`config.mk`:
```
export PLATFORM = sky130hd
export DESIGN_NAME = mem_arbiter
export DESIGN_NICKNAME = d
export VERILOG_FILES = /design/src/rtl/mem_arbiter.sv
export SDC_FILE = /design/constraint.sdc
export NUM_CORES = 1
export LEC_CHECK = 0
export ABC_AREA = 1
export CAP_MARGIN = 40
export CORE_UTILIZATION = 25
export CTS_CLUSTER_SIZE = 12
export DETAILED_ROUTE_END_ITERATION = 7
export SLEW_MARGIN = 20
export SYNTH_ARGS = -nofsm -noshare
export SYNTH_HDL_FRONTEND = slang
export SYNTH_SLANG_ARGS = --single-unit
```
`constraint.sdc`:
```
create_clock -name clk -period 2.18 [get_ports clk]
set_input_delay 0.545 -clock clk [delete_from_list [all_inputs] [get_ports clk]]
set_output_delay 0.545 -clock clk [all_outputs]
set_load 0.01 [all_outputs]
```
`src/rtl/mem_arbiter.sv`:
```
// Shares the single-port 16-bit RAM between the CPU and the debug/loader port.
// Each access is a fixed IDLE -> ACCESS -> RESP sequence; the wait counter stops debug starvation.
module mem_arbiter #(
    parameter int AW           = 15,
    parameter int DBG_MAX_WAIT = 8
) (
    input  logic          clk,
    input  logic          arst_n,
    input  logic          cpu_req,
    input  logic          cpu_we,
    input  logic          cpu_byte,
    input  logic [AW:0]   cpu_addr,
    input  logic [15:0]   cpu_wdata,
    output logic          cpu_ack,
    output logic [15:0]   cpu_rdata,
    input  logic          dbg_req,
    input  logic          dbg_we,
    input  logic          dbg_byte,
    input  logic [AW:0]   dbg_addr,
    input  logic [15:0]   dbg_wdata,
    output logic          dbg_ack,
    output logic [15:0]   dbg_rdata,
    output logic          mem_en,
    output logic [1:0]    mem_we,
    output logic [AW-1:0] mem_addr,
    output logic [15:0]   mem_wdata,
    input  logic [15:0]   mem_rdata
);

    localparam int WW = (DBG_MAX_WAIT < 1) ? 1 : $clog2(DBG_MAX_WAIT + 1);
    localparam logic [WW-1:0] WMAX = WW'(DBG_MAX_WAIT);

    typedef enum logic [1:0] {
        IDLE   = 2'd0,
        ACCESS = 2'd1,
        RESP   = 2'd2
    } state_t;

    state_t        state, state_nxt;
    logic          owner, owner_nxt;          // 1 = debug owns the current transaction
    logic          lat_we, lat_we_nxt;
    logic          lat_byte, lat_byte_nxt;
    logic [AW:0]   lat_addr, lat_addr_nxt;
    logic [15:0]   lat_wdata, lat_wdata_nxt;
    logic [WW-1:0] waitcnt, waitcnt_nxt;
    logic          dbg_win;
    logic [15:0]   rd_word;

    always_ff @(posedge clk or negedge arst_n) begin
        if (!arst_n) begin
            state     <= IDLE;
            owner     <= 1'b0;
            lat_we    <= 1'b0;
            lat_byte  <= 1'b0;
            lat_addr  <= '0;
            lat_wdata <= '0;
            waitcnt   <= '0;
        end else begin
            state     <= state_nxt;
            owner     <= owner_nxt;
            lat_we    <= lat_we_nxt;
            lat_byte  <= lat_byte_nxt;
            lat_addr  <= lat_addr_nxt;
            lat_wdata <= lat_wdata_nxt;
            waitcnt   <= waitcnt_nxt;
        end
    end

    // Counter never exceeds WMAX, so equality is the saturation test (and is true for WMAX=0).
    assign dbg_win = dbg_req & (~cpu_req | (waitcnt == WMAX));

    always_comb begin
        if (!lat_byte)
            rd_word = mem_rdata;
        else if (lat_addr[0])
            rd_word = {8'h00, mem_rdata[15:8]};
        else
            rd_word = {8'h00, mem_rdata[7:0]};
    end

    always_comb begin
        state_nxt     = state;
        owner_nxt     = owner;
        lat_we_nxt    = lat_we;
        lat_byte_nxt  = lat_byte;
        lat_addr_nxt  = lat_addr;
        lat_wdata_nxt = lat_wdata;
        mem_en        = 1'b0;
        mem_we        = 2'b00;
        mem_addr      = '0;
        mem_wdata     = '0;
        cpu_ack       = 1'b0;
        cpu_rdata     = '0;
        dbg_ack       = 1'b0;
        dbg_rdata     = '0;

        case (state)
            IDLE: begin
                if (cpu_req || dbg_req) begin
                    state_nxt     = ACCESS;
                    owner_nxt     = dbg_win;
                    lat_we_nxt    = dbg_win ? dbg_we    : cpu_we;
                    lat_byte_nxt  = dbg_win ? dbg_byte  : cpu_byte;
                    lat_addr_nxt  = dbg_win ? dbg_addr  : cpu_addr;
                    lat_wdata_nxt = dbg_win ? dbg_wdata : cpu_wdata;
                end
            end
            ACCESS: begin
                mem_en   = 1'b1;
                mem_addr = lat_addr[AW:1];
                if (lat_we) begin
                    if (lat_byte) begin
                        mem_wdata = {lat_wdata[7:0], lat_wdata[7:0]};
                        mem_we    = lat_addr[0] ? 2'b10 : 2'b01;
                    end else begin
                        mem_wdata = lat_wdata;
                        mem_we    = 2'b11;
                    end
                end
                state_nxt = RESP;
            end
            RESP: begin
                if (owner) begin
                    dbg_ack   = 1'b1;
                    dbg_rdata = lat_we ? 16'h0000 : rd_word;
                end else begin
                    cpu_ack   = 1'b1;
                    cpu_rdata = lat_we ? 16'h0000 : rd_word;
                end
                state_nxt = IDLE;
            end
            default: state_nxt = IDLE;
        endcase
    end

    always_comb begin
        waitcnt_nxt = waitcnt;
        if (!dbg_req || (state == RESP && owner))
            waitcnt_nxt = '0;
        else if (waitcnt != WMAX)
            waitcnt_nxt = waitcnt + 1'b1;
    end

endmodule

```
==> impl_metrics.py <==
metrics = {
    "timing": {
        "report.final.slew_viol_count": 0,
        "finalSetupViolCount": 0,
        "fin_crit_sh": 0.986,
        "relSlewSlack": 0.599,
        "timing.final.ws_setup_ns": 0.0311,
        "final-hold-violation-count": 0,
        "fmax_mhz": 465,
        "tightest_slew_ns": 0.601,
        "final.min_clock_period_ns": 2.15,
        "setup_tns_ns": 0,
        "finClkSkew_ns": 0.00184,
        "worst_hold_slack_ns": 0.240,
    },
    "placement": {
        "gp_congestion": 0.810,
        "dpl_worst_slack_ns": -0.311,
        "port_buffers": 155,
        "dpl.cell_count": 777,
        "dp_hpwl_mm": 7.25,
    },
    "grt": {
        "overflow": 0,
        "busiest_layer": "met2",
        "grt_pass1_vias": 3307,
        "antenna_found_initial": 0,
        "use_met3": 0.0397,
        "grt_max_degree": 37,
        "gr-usage-met2": 0.304,
        "met1_usage": 0.178,
        "grt_pass1_wl_mm": 15.0,
        "grt_util_all_layers": 0.160,
    },
    "layout": {
        "post-route-util": 0.426,
        "final_cell_mix": "nand2_1, inv_1, clkdlybuf4s50_1",
        "ff_latch_area_sq_um": 1030,
        "fin_cells": 785,
        "layout_commonest_cell": "nand2_1",
        "fillCellCount": 1174,
        "diodes": 0,
        "multi_input_area_sq_um": 1390,
        "synthToLayoutAreaGrowth_pct": 63.1,
        "drive_gt1_frac": 0.116,
        "finalNetCount": 735,
    },
    "cts": {
        "holdBufCountCts": 0,
        "numCtsBuffers": 5,
        "clockBufferDepth": 2,
        "cts_root_buf": "clkbuf_16",
        "cts_max_level": 2,
        "cts.sinks": 41,
        "clk_latency_ns": 0.28,
        "cts_tree": "yes",
        "clk_pin_slew_ns": 0.06,
    },
    "power": {
        "power_density_nw_per_um2": 954,
        "p_leak_nw": 2.61,
        "ir_drop_mv": 0.436,
    },
    "setup_path": {
        "critPathLaunch": "mem_rdata[12]",
        "crit_path_end": "dbg_rdata[12]",
        "r2r_start": "waitcnt[0]$_DFFE_PN0P_",
        "r2r_end": "lat_wdata[14]$_DFFE_PN0P_",
        "worst_setup_path_end_kind": "primary output",
        "crit_path_cell_trace": "clkdlybuf4s50_1, buf_4, nand2_1, nor2_1, dlygate4sd2_1",
        "slowest_delay_ns": 0.48,
        "required_ns": 1.63,
        "path_max_fanout": 2,
        "crit_path_start_kind": "input port",
        "cp.arrival_ns": 1.60,
        "crit_type": "input port to primary output",
        "cpMaxStageDelayCell": "clkdlybuf4s50_1",
        "r2r_cells": 9,
        "ff2ff_setup_slack_ns": 0.44,
    },
    "die": {
        "start_util": 0.261,
        "dieWidth_um": 109,
        "core_area_sq_um": 11000,
        "num_rows": 38,
        "num_io_pins": 156,
        "die_y_um": 109,
        "dieArea_sq_um": 12000,
    },
    "synthesis": {
        "ys_seq_area_frac": 0.356,
        "syn_nets": 571,
        "yosys_warnings": 0,
        "synth_area_sq_um": 2880,
        "synth-seq-cells": 41,
        "synth_cells": 481,
        "synth.avg_cell_area_sq_um": 5.99,
        "synth_cell_types": 20,
    },
    "detailed_routing": {
        "drtIter0Drc": 97,
        "finalWirelength_mm": 9.39,
        "postRouteAntennaNets": 0,
        "vias": 3385,
        "firstDrtPassIters": 4,
        "wl_per_cell_um": 12.0,
        "drc_errors": 0,
        "viasPerCell": 4.31,
    },
    "hold_path": {
        "hold_path_class": "input port to async pin",
    },
    "job": {
        "drv_cap": 0,
    },
    "outcome": {
        "status": "finished, final reports clean",
    },
}
## power by group
part | switching, mW | internal (mW) | total (mW)
Combinational | 1.40 | 1.01 | 2.42
Sequential | 0.227 | 1.12 | 1.35
Clock | 0.274 | 0.449 | 0.723
Total | 1.91 | 2.58 | 4.48
## timing repair
item,in CTS,in global routing
pin swaps,1,1
setup buffers,1,0
resized for setup,83,73
setup endpoints to repair,67,55
## logic make-up (layout without fill, tap and decap cells)
logic type,Yosys count,after routing,share of synthesized area
flip-flops,41,41,0.356
AO/OA/AOI/OAI,19,19,0.0330
XOR/XNOR,2,2,0.00608
AND/OR/NAND/NOR,298,298,0.426
adder cells (fa/ha/maj),2,2,0.00868
buffers and inverters,119,283,0.171
## layout make-up
class | instances | area share
timing repair buffer | 180 | 0.341
multi-input combinational | 321 | 0.296
sequential | 41 | 0.218
inverter | 96 | 0.0780
tap | 140 | 0.0373
clock buffer | 7 | 0.0303
## how the worst min path moves through the flow
stage,from,end,slack (ns),cells past startpoint
floorplan,arst_n,lat_addr[0]$_DFFE_PN0P_,0.25,0
global placement,lat_wdata[15]$_DFFE_PN0P_,lat_wdata[15]$_DFFE_PN0P_,0.46,2
detailed placement,lat_addr[7]$_DFFE_PN0P_,lat_addr[7]$_DFFE_PN0P_,0.47,2
CTS,arst_n,lat_addr[14]$_DFFE_PN0P_,0.26,1
global route,arst_n,lat_addr[6]$_DFFE_PN0P_,0.27,1
finish,arst_n,lat_addr[14]$_DFFE_PN0P_,0.24,1
## synthesized netlist by cell type
cell	count	area, sq um
nand2_2	2	12.5
buf_2	12	60.1
ha_1	2	25.0
clkbuf_1	6	22.5
clkinv_1	1	3.75
inv_1	93	349
buf_4	2	15.0
nor3_4	1	16.3
inv_2	2	7.51
xnor2_1	1	8.76
nand3_1	70	350
a21oi_1	10	50.1
nor2_1	80	300
buf_6	3	33.8
dfrtp_1	41	1030
o21ai_0	9	45.0
nor3_1	1	5.00
nand2_1	143	537
xor2_1	1	8.76
nor2_2	1	6.26
## routing by layer
metal  vias up  part of all wire
met4         0            0.0063
met3         5             0.096
met2       135              0.48
li1       1750                 -
met1      1495              0.42
met5         -                 0
## worst max-delay path, delay by kind of cell
kind | cells | cell delay, ns
buffers and inverters | 3 | 0.87
and+or+nand+nor | 2 | 0.18
## sequential cells by signal (all words and copies together) (netlist names)
| signal | cells |
|---|---|
| lat_addr | 16 |
| lat_byte | 1 |
| lat_wdata | 16 |
| lat_we | 1 |
| owner | 1 |
| state | 2 |
| waitcnt | 4 |
## stage by stage
step | total power [mW] | instance area [sq um]
floorplan | 2.73 | 2880
global placement | 3.86 | 4690
detailed placement | 3.90 | 4690
CTS | 4.53 | 4780
global route | 4.89 | 4700
finish | 4.48 | 4700
(Power assumes the default switching activity.)
